### src/rtl/frame_header_inserter.sv
// frame_header_inserter
// Prefixes every upstream frame with one header word.
// The header holds 8'hA5, an 8-bit frame sequence number and FRAME_SIZE.
// All outputs come from a single output register.
// A header costs one input bubble per frame.
//
// Optional feature: define FRAME_LEN_CHECK_EN to enable the payload length
// checker. frame_err then pulses for one cycle when a frame is not
// FRAME_SIZE words long. Without the macro, frame_err is tied to 0.
//
// Handshake: a word moves on a port only in a cycle where that port's valid and
// ready are both 1 at the rising edge. m_axis_tdata/m_axis_tlast hold stable
// while m_axis_tvalid=1 and m_axis_tready=0. s_axis_tready never depends on
// s_axis_tvalid. The output register is "free" when it is empty or being
// drained this cycle.
module frame_header_inserter #(
    parameter int FRAME_SIZE = 64,
    parameter int DATA_WIDTH = 32
) (
    input  logic                  clk,
    input  logic                  reset,
    input  logic [DATA_WIDTH-1:0] s_axis_tdata,
    input  logic                  s_axis_tvalid,
    input  logic                  s_axis_tlast,
    output logic                  s_axis_tready,
    output logic [DATA_WIDTH-1:0] m_axis_tdata,
    output logic                  m_axis_tvalid,
    output logic                  m_axis_tlast,
    input  logic                  m_axis_tready,
    output logic                  frame_err,
    output logic                  debug_state
);

    typedef enum logic {
        IDLE    = 1'b0,
        PAYLOAD = 1'b1
    } state_t;

    localparam logic [15:0] FRAME_SIZE_16 = 16'(FRAME_SIZE);

    state_t                state, state_nxt;
    logic [7:0]            seq, seq_nxt;
    logic [DATA_WIDTH-1:0] out_data, out_data_nxt;
    logic                  out_valid, out_valid_nxt;
    logic                  out_last, out_last_nxt;
    logic                  s_ready_c;
    logic                  slot_free;
    logic [DATA_WIDTH-1:0] header_word;

    assign slot_free     = !out_valid || m_axis_tready;
    // Gated by reset so that upstream never sees ready while a reset is in flight.
    assign s_axis_tready = s_ready_c && !reset;
    assign m_axis_tdata  = out_data;
    assign m_axis_tvalid = out_valid;
    assign m_axis_tlast  = out_last;
    assign debug_state   = state;

    // Build the header from the current sequence number; upper bits stay zero.
    always_comb begin
        header_word        = '0;
        header_word[31:0]  = {8'hA5, seq, FRAME_SIZE_16};
    end

    // Next-state and output-register logic.
    always_comb begin
        state_nxt     = state;
        seq_nxt       = seq;
        out_data_nxt  = out_data;
        out_valid_nxt = out_valid;
        out_last_nxt  = out_last;
        s_ready_c     = 1'b0;

        // A drained word empties the register unless something reloads it below.
        if (out_valid && m_axis_tready) begin
            out_valid_nxt = 1'b0;
        end

        case (state)
            IDLE: begin
                // Upstream word is held back while the header goes out first.
                if (s_axis_tvalid && slot_free) begin
                    out_data_nxt  = header_word;
                    out_valid_nxt = 1'b1;
                    out_last_nxt  = 1'b0;
                    state_nxt     = PAYLOAD;
                end
            end
            PAYLOAD: begin
                s_ready_c = slot_free;
                if (s_axis_tvalid && slot_free) begin
                    out_data_nxt  = s_axis_tdata;
                    out_last_nxt  = s_axis_tlast;
                    out_valid_nxt = 1'b1;
                    if (s_axis_tlast) begin
                        seq_nxt   = seq + 8'd1;
                        state_nxt = IDLE;
                    end
                end
            end
            default: begin
                state_nxt = IDLE;
            end
        endcase
    end

    // State, sequence number and output register.
    always_ff @(posedge clk) begin
        if (reset) begin
            state     <= IDLE;
            seq       <= 8'd0;
            out_data  <= '0;
            out_valid <= 1'b0;
            out_last  <= 1'b0;
        end else begin
            state     <= state_nxt;
            seq       <= seq_nxt;
            out_data  <= out_data_nxt;
            out_valid <= out_valid_nxt;
            out_last  <= out_last_nxt;
        end
    end

`ifdef FRAME_LEN_CHECK_EN
    localparam int             CNT_W    = $clog2(FRAME_SIZE) + 1;
    localparam logic [CNT_W-1:0] LAST_IDX = CNT_W'(FRAME_SIZE - 1);
    localparam logic [CNT_W-1:0] CNT_MAX  = '1;

    logic [CNT_W-1:0] pay_cnt;
    logic             err_q;
    logic             in_xfer;

    assign in_xfer   = s_axis_tvalid && s_axis_tready;
    assign frame_err = err_q;

    // Count payload words per frame. An overlong frame is flagged once, at
    // index FRAME_SIZE-1. Its later tlast is not flagged again.
    always_ff @(posedge clk) begin
        if (reset) begin
            pay_cnt <= '0;
            err_q   <= 1'b0;
        end else begin
            err_q <= 1'b0;
            if (in_xfer) begin
                if (s_axis_tlast) begin
                    pay_cnt <= '0;
                    if (pay_cnt < LAST_IDX) begin
                        err_q <= 1'b1;
                    end
                end else begin
                    if (pay_cnt == LAST_IDX) begin
                        err_q <= 1'b1;
                    end
                    if (pay_cnt != CNT_MAX) begin
                        pay_cnt <= pay_cnt + 1'b1;
                    end
                end
            end
        end
    end
`else
    assign frame_err = 1'b0;
`endif

endmodule

### config.mk
export PLATFORM = sky130hd
export DESIGN_NAME = frame_header_inserter
export DESIGN_NICKNAME = d
export VERILOG_FILES = /design/src/rtl/frame_header_inserter.sv
export SDC_FILE = /design/constraint.sdc
export NUM_CORES = 1
export LEC_CHECK = 0
export BUFFER_PORTS_ARGS = -buffer_cell sky130_fd_sc_hd__buf_2
export CELL_PAD_IN_SITES_DETAIL_PLACEMENT = 0
export CELL_PAD_IN_SITES_GLOBAL_PLACEMENT = 1
export CORE_MARGIN = 10
export CORE_UTILIZATION = 38
export DETAILED_ROUTE_END_ITERATION = 16
export GPL_TIMING_DRIVEN = 0
export PLACE_DENSITY = 0.89
export REMOVE_ABC_BUFFERS = 1
export SYNTH_ARGS = -nofsm -noshare
export SYNTH_HDL_FRONTEND = slang
export SYNTH_SLANG_ARGS = --single-unit
### constraint.sdc
create_clock -name clk -period 2.4 [get_ports clk]
set_clock_uncertainty 0.05 [all_clocks]
set_input_delay 0.36 -clock clk [delete_from_list [all_inputs] [get_ports clk]]
set_output_delay 0.36 -clock clk [all_outputs]
set_load 0.01 [all_outputs]
==> results of run 1 <==
-- metal layers --
| metal | global-route usage | up-vias | routed length, um |
|---|---|---|---|
| li1 | - | 804 | - |
| met1 | 0.1377 | 689 | 2101 |
| met2 | 0.1665 | 50 | 1968 |
| met3 | 0.03824 | 4 | 339 |
| met4 | 0.04377 | 0 | 23 |
| met5 | 0 | - | 0 |
-- kinds of logic (layout without fill, tap and decap cells) --
group                      after synthesis  count (layout)  share of synthesized area
AOI/OAI and AO/OA                       29              29                     0.1086
xor gates and xnor gates                 6               6                    0.02781
adders and majority gates                1               1                   0.006621
buffers and inverters                   18              80                    0.06688
DFF                                     43              43                     0.4556
muxes                                   10              10                    0.05364
other                                    1               1                   0.001985
and+or+nand+nor                         93              93                     0.2788
-- area by class of cell --
class | count | area [um^2] | area share
clock buffer | 8 | 100.1 | 0.04334
timing repair buffer | 72 | 360.3 | 0.1560
sequential | 43 | 862.1 | 0.3732
multi-input combinational | 140 | 903.4 | 0.3911
tap | 67 | 83.83 | 0.03629
-- cells in the mapped netlist (2+ instances only) --
cell	instances	area, um^2
nand2_1	23	86.33
xnor2_1	5	43.79
buf_4	2	15.01
clkbuf_1	5	18.77
nor3_1	6	30.03
buf_6	6	67.56
a211oi_2	8	100.1
mux2i_1	9	90.09
nor4_4	2	42.54
nand3_1	21	105.1
dfxtp_1	43	860.8
nor3b_1	6	45.04
a21oi_1	20	100.1
nand4_1	2	12.51
nor2_1	24	90.09
buf_2	5	25.02
-- critical path, stage by stage (launching register included) --
cell,delay (ns)
dfxtp_2,0.85
nor3b_1,0.24
buf_2,0.16
-- flip-flops by register name (all words and copies together) (netlist names) --
signal and cells:
m_axis_tvalid 1, m_axis_tdata 32, m_axis_tlast 1, seq 8, debug_state 1
-- power by group through the flow --
stage                     Sequential, mW  Clock (mW)  Combinational (mW)
final                              0.775       0.489               0.183
after global routing               0.782       0.550               0.207
after CTS                          0.776       0.514               0.189
after detailed placement           0.793           0               0.189
after global placement             0.792           0               0.187
after floorplan                    0.801           0              0.0812
-- metrics by stage --
stage               hold WS (ns)  power (mW)
finish                    0.2701       1.448
detailed placement        0.3904      0.9813
floorplan                 0.3746      0.8825
global placement          0.3854      0.9782
global route              0.2687       1.539
CTS                       0.2541       1.479
-- worst max-delay path by stage --
stage,startpoint,to,slack [ns]
global placement,debug_state,seq[7],-0.03
CTS,debug_state,s_axis_tready,0.39
global route,debug_state,s_axis_tready,0.25
finish,debug_state,s_axis_tready,0.44
floorplan,debug_state,seq[7],0.36
detailed placement,debug_state,seq[7],0.50
==> impl_metrics.toml, run 1 <==
[clock_tree]
cts-root-buf = "clkbuf_8"
ctsHoldBuffers = 0
clock_path_buffers = 2
cts_buffers = 5
cts_setup_buffers = 0
cts_tree = "built"
clk_latency_ns = 0.29
h-tree-depth = 2
clk_pin_slew_worst_paths_ns = 0.08
clock-sinks = 43
cts.repair.resized = 0

[placement]
dp.cells = 322
post-place-ws_ns = 0.4994
placed_area_um2 = 2210
io_buffer_count = 72
dpl.hpwl_um = 3073
gp_congestion = 0.7181

[setup_path]
reg2reg_slack_ns = 0.52
crit_fanout = 38
r2r_cells = 3
rr_startpoint = "debug_state"
worstPathArrival_ns = 1.55
worstPathRequired_ns = 1.99
crit_path_end_kind = "output port"
start_kind = "flop"
r2r-end = "seq[7]"
worstSetupPathType = "flop to output port"

[finish]
syn_to_final_growth_pct = 22.25
drive_gt1_frac = 0.3726
fin_cells = 330
num-fill-cells = 513
diodes = 0
fin_nets = 300
final_core_util = 0.4826
final_common_cell = "buf_2"
final_area_um2 = 2310
final_cell_mix = "72 x buf_2, 42 x dfxtp_1, 24 x nor2_1"

[die]
initial_core_util = 0.3948
die_area_um2 = 8192
die_y_um = 90.51
core_um2 = 4786
fp.dieW_um = 90.51
rows = 25
ios = 74

[sta]
finalCritPeriodShare = 0.8179
hold_violations = 0
min_period_ns = 1.963
finalSetupTns_ns = 0
final_max_slew_viol_count = 0
rsz0062_at_grt = "no"
setup_viol = 0
timing.final.ws_setup_ns = 0.4369
slew_headroom = 0.3944
worstMarginPinSlew_ns = 0.9083
fmax_mhz = 509.4

[power]
p_comb_frac = 0.127
irDropWorstVdd_uv = 235.7
swShare = 0.2496
clkPwrFrac = 0.338
switchingPower_mw = 0.3614
p_leak_nw = 0.9650
seq_power_share = 0.536
p_per_area_nw_per_um2 = 626.9
power.internal_mw = 1.086

[worst_hold_path]
hold-path-endpoint = "m_axis_tdata[6]"
holdPathStages = 3
worstHoldStart = "s_axis_tdata[6]"
hold_class = "input pin to flop"

[routing]
postRouteWirelength_um = 4433
via_per_inst = 4.688
drt_iter0_drc = 43
wire_per_inst_um = 13.43
num_vias = 1547
detail-route-antenna-nets = 0
remaining_drc_errors = 0
drtPass1Iterations = 4

[global_routing]
grt_start_max_net_pins = 46
antenna_found_initial = 0
track_usage = 0.1096
grt_pass1_vias = 1587
grt_pass1_wl_um = 7672
grt_overflow = 0

[synthesis]
synth_edf_count = 0
synth_cells = 201
synth_ff_type = "dfxtp_1"
avgSynthCellArea_um2 = 9.400
synth_cell_types = 30
yosysSeqAreaShare = 0.4556
ys_ff_latch = 43
syn-cell-area_um2 = 1889
yosysWarnings = 0
asyncSetResetFlopFracSynth = 0

[status]
outcome = "finished, final reports clean"

[job]
maxCapViolCount = 0
Note: power is estimated with default switching activity, not from simulation.
==> inputs of run 2 (changes only) <==
--- a/config.mk
+++ b/config.mk
@@ -9,10 +9,10 @@
 export CELL_PAD_IN_SITES_DETAIL_PLACEMENT = 0
 export CELL_PAD_IN_SITES_GLOBAL_PLACEMENT = 1
 export CORE_MARGIN = 10
-export CORE_UTILIZATION = 38
+export CORE_UTILIZATION = 35
 export DETAILED_ROUTE_END_ITERATION = 16
 export GPL_TIMING_DRIVEN = 0
-export PLACE_DENSITY = 0.89
+export PLACE_DENSITY = 0.84
 export REMOVE_ABC_BUFFERS = 1
 export SYNTH_ARGS = -nofsm -noshare
 export SYNTH_HDL_FRONTEND = slang
==> constraint.sdc (replaced) <==
create_clock -name clk -period 1.99 [get_ports clk]
set_clock_uncertainty 0.05 [all_clocks]
set_input_delay 0.2985 -clock clk [delete_from_list [all_inputs] [get_ports clk]]
set_output_delay 0.2985 -clock clk [all_outputs]
set_load 0.01 [all_outputs]
==> run 2 against run 1 <==
  * Register-to-register slack worse by 0.18 ns
  * Core utilization is 4.0 points lower
  * Design area fell by 0.92%
  * Total power rose by 15%
  * Routed wire length is 6.7% higher
  * First-iteration DRC count rose by 44%
  * Sequential power increased by 21%
  * Critical path depth unchanged
  * Critical endpoint unchanged
==> impl_metrics.toml, run 2 (same netlist as run 1, synthesis figures left out) <==
[finish]
final_area_um2 = 2288
seq_area_um2 = 864.6
final_common_cell = "buf_2"
diodes = 0
largest_reg_flops = 32
syn_to_final_growth_pct = 21.13
fin_nets = 300
drive_gt1_frac = 0.3678
final_cell_mix = "72 x buf_2, 42 x dfxtp_1, 24 x nor2_1"
fin_cells = 331
num-fill-cells = 537
multi_input_area_um2 = 903.4

[clock_tree]
clk_pin_slew_worst_paths_ns = 0.08
clock_path_buffers = 2
h-tree-depth = 2
cts-root-buf = "clkbuf_8"
cts_tree = "built"
cts_setup_buffers = 0
cts_buffers = 5
clock-sinks = 43
clk_latency_ns = 0.29

[worst_hold_path]
hold_class = "input pin to flop"
worstHoldStart = "s_axis_tdata[6]"

[sta]
worstMarginPinSlew_ns = 0.9211
hold_violations = 0
setup_viol = 0
finalSetupTns_ns = 0
min_period_ns = 1.684
finalCritPeriodShare = 0.8462
slew_headroom = 0.3859
rsz0062_at_grt = "no"
final_max_slew_viol_count = 0
fmax_mhz = 593.9

[global_routing]
antenna_found_initial = 0
grt_start_max_net_pins = 46
grt_pass1_wl_um = 7569
grt_overflow = 0
grt_pass1_vias = 1549
track_usage = 0.1066

[placement]
placed_area_um2 = 2213
dp.cells = 325
io_buffer_count = 72
dpl.hpwl_um = 3198
gp_congestion = 0.7198

[setup_path]
start_kind = "flop"
crit_fanout = 38
worstSetupPathType = "flop to output port"
worstSetupStartpoint = "debug_state"
worstPathRequired_ns = 1.64
crit_path_end_kind = "output port"
worstPathArrival_ns = 1.34
rr_startpoint = "m_axis_tvalid"

[status]
outcome = "finished, final reports clean"

[routing]
wire_per_inst_um = 14.30
detail-route-antenna-nets = 0
drt_iter0_drc = 62
via_per_inst = 4.722
drtPass1Iterations = 4
remaining_drc_errors = 0
postRouteWirelength_um = 4732
num_vias = 1563

[die]
core_um2 = 5172
die_y_um = 93.47
rows = 26
die_area_um2 = 8737
ios = 74
fp.dieW_um = 93.47
initial_core_util = 0.3653

[job]
maxCapViolCount = 0

[power]
irDropWorstVdd_uv = 332.0
total_power_mw = 1.663
p_leak_nw = 0.9509
p_per_area_nw_per_um2 = 726.5
[run 2: changes by cell type in the layout (fill, tap and decap cells not counted), sizes merged]
cell	before	now
clkbuf	8	6
[run 2: final timing paths]
check	endpoint	slack, ns	cells after the start
worst max register to register	m_axis_tdata[19]	0.34	4
worst min register to register	m_axis_tdata[5]	0.40	2
worst min-delay path	m_axis_tdata[6]	0.21	3
worst max-delay path	s_axis_tready	0.31	2
[run 2: critical path, stage by stage (launching register included)]
cell and delay [ns]:
dfxtp_4 0.66, nor3b_1 0.22, buf_2 0.16
[run 2: area by class of cell]
| cell class | count | share of cell area |
|---|---|---|
| clock buffer | 6 | 0.03171 |
| multi-input combinational | 140 | 0.3948 |
| sequential | 43 | 0.3778 |
| tap | 70 | 0.03827 |
| timing repair buffer | 72 | 0.1575 |
[run 2: metrics by stage]
step | setup slack [ns] | util | hold slack, ns
floorplan | -0.04632 | - | 0.3131
global placement | -0.4746 | 0.4274 | 0.3852
detailed placement | 0.07525 | 0.4279 | 0.3909
CTS | 0.01629 | 0.4419 | 0.1977
global route | 0.1829 | 0.4424 | 0.2072
finish | 0.3061 | 0.4424 | 0.2069
[run 2: layer usage]
metal  part of all wire  vias up  global-route usage
met2               0.43       54              0.1630
met5                  0        -                   0
met3              0.089        5             0.04956
met1               0.47      704              0.1304
li1                   -      800                   -
met4              0.010        0             0.03085
[run 2: power by group]
part,switching [mW],internal (mW)
logic,0.126,0.0962
registers,0.0394,0.897
clock network,0.270,0.234
[run 2: what timing repair did]
action,4_1_cts,5_1_grt
hold buffers,0,0
setup endpoints to repair,0,2
resized for setup,0,1
hold endpoints to repair,0,0
==> inputs of run 3 (changes only) <==
==> constraint.sdc (replaced) <==
create_clock -name clk -period 1.7 [get_ports clk]
set_clock_uncertainty 0.05 [all_clocks]
set_input_delay 0.255 -clock clk [delete_from_list [all_inputs] [get_ports clk]]
set_output_delay 0.255 -clock clk [all_outputs]
set_load 0.01 [all_outputs]
==> run 3 against run 2 <==
  * Core utilization increased by 0.31 points
  * Hold slack got worse by 0.042 ns
  * Register-to-register slack lost 0.14 ns
  * Critical path type unchanged
  * Critical endpoint unchanged
  * Largest power group unchanged
==> impl_metrics.toml, run 3 (same netlist as run 1, synthesis figures left out) <==
[finish]
num-fill-cells = 535
largest_reg_flops = 32
syn_to_final_growth_pct = 21.99
fin_nets = 301
final_common_cell = "buf_2"
diodes = 0
final_core_util = 0.4456
drive_gt1_frac = 0.3702
final_cell_mix = "72 x buf_2, 42 x dfxtp_1, 24 x nor2_1"

[clock_tree]
clk_latency_ns = 0.29
cts_tree = "built"
cts_buffers = 5
clk_pin_slew_worst_paths_ns = 0.08
clock-sinks = 43
ctsHoldBuffers = 0
h-tree-depth = 2
clock_path_buffers = 2
cts-root-buf = "clkbuf_8"

[die]
rows = 26
fp.dieW_um = 93.47
initial_core_util = 0.3653
core_um2 = 5172
die_y_um = 93.47
ios = 74
die_area_um2 = 8737

[power]
total_power_mw = 1.955
p_leak_nw = 0.9598
p_per_area_nw_per_um2 = 848.4
irDropWorstVdd_uv = 389.8

[worst_hold_path]
worstHoldStart = "s_axis_tdata[6]"
holdPathStages = 3
hold-path-endpoint = "m_axis_tdata[6]"
hold_class = "input pin to flop"

[sta]
finalCritPeriodShare = 0.9276
min_period_ns = 1.577
finalSetupTns_ns = 0
hold_violations = 0
whs_ns = 0.1649
setup_viol = 0
timing.final.ws_setup_ns = 0.1230
slew_headroom = 0.3776
fmax_mhz = 634.1
rsz0062_at_grt = "no"
final_max_slew_viol_count = 0
worstMarginPinSlew_ns = 0.9336

[setup_path]
rr_startpoint = "debug_state"
crit_path_end_kind = "output port"
worstPathArrival_ns = 1.27
crit_fanout = 7
start_kind = "flop"
worstPathRequired_ns = 1.39
r2r_cells = 3
reg2reg_slack_ns = 0.20
r2r-end = "seq[7]"
worstSetupPathType = "flop to output port"

[global_routing]
grt_start_max_net_pins = 46
grt_overflow = 0
grt_pass1_vias = 1549
grt_pass1_wl_um = 7569
antenna_found_initial = 0
track_usage = 0.1066

[routing]
remaining_drc_errors = 0
detail-route-antenna-nets = 0
drtPass1Iterations = 4
wire_per_inst_um = 14.58
via_per_inst = 4.762
num_vias = 1581
postRouteWirelength_um = 4839
drt_iter0_drc = 62

[placement]
gp_congestion = 0.7198
dpl.hpwl_um = 3198
post-place-ws_ns = -0.2148
io_buffer_count = 72

[job]
maxCapViolCount = 0

[status]
outcome = "finished, final reports clean"
run 3: metrics by stage:
stage	instance area, um^2	std cells
finish	2305	332
floorplan	1763	183
global placement	2211	325
global route	2305	332
detailed placement	2213	325
CTS	2288	331
run 3: report_power, final:
group	switching (mW)	internal, mW
registers	0.0372	1.05
logic	0.160	0.118
clock network	0.316	0.274
total	0.513	1.44
run 3: how the worst max path moves through the flow:
stage | slack [ns] | end | from
6_report | 0.12 | s_axis_tready | m_axis_tvalid
5_1_grt | 0.02 | s_axis_tready | m_axis_tvalid
4_1_cts | 0.005 | m_axis_tdata[19] | m_axis_tvalid
3_5_place_dp | -0.21 | seq[7] | debug_state
3_3_place_gp | -0.76 | seq[7] | debug_state
2_1_floorplan | -0.34 | seq[7] | debug_state
run 3: metal layers:
metal / global-route usage / part of all wire
met5: 0 / 0
met4: 0.03085 / 0.0099
met3: 0.04956 / 0.085
met1: 0.1304 / 0.48
met2: 0.1630 / 0.42
run 3: area by class of cell:
type,instances,area [um^2],share of cell area
clock buffer,6,72.57,0.03149
sequential,43,864.6,0.3751
tap,70,87.58,0.03800
timing repair buffer,73,375.4,0.1629
multi-input combinational,140,904.6,0.3925
run 3: what timing repair did:
item / in CTS / in global routing
buffers inserted: 0 / 1
resized for setup: 1 / 1
cloned: 0 / 0
pin swaps: 0 / 0
endpoints found under the setup margin: 11 / 33
run 3: critical path, cell delays in order, from the launching register on:
cell and delay [ns]:
dfxtp_1 0.40, nor2b_4 0.32, nor3b_1 0.08, buf_2 0.18
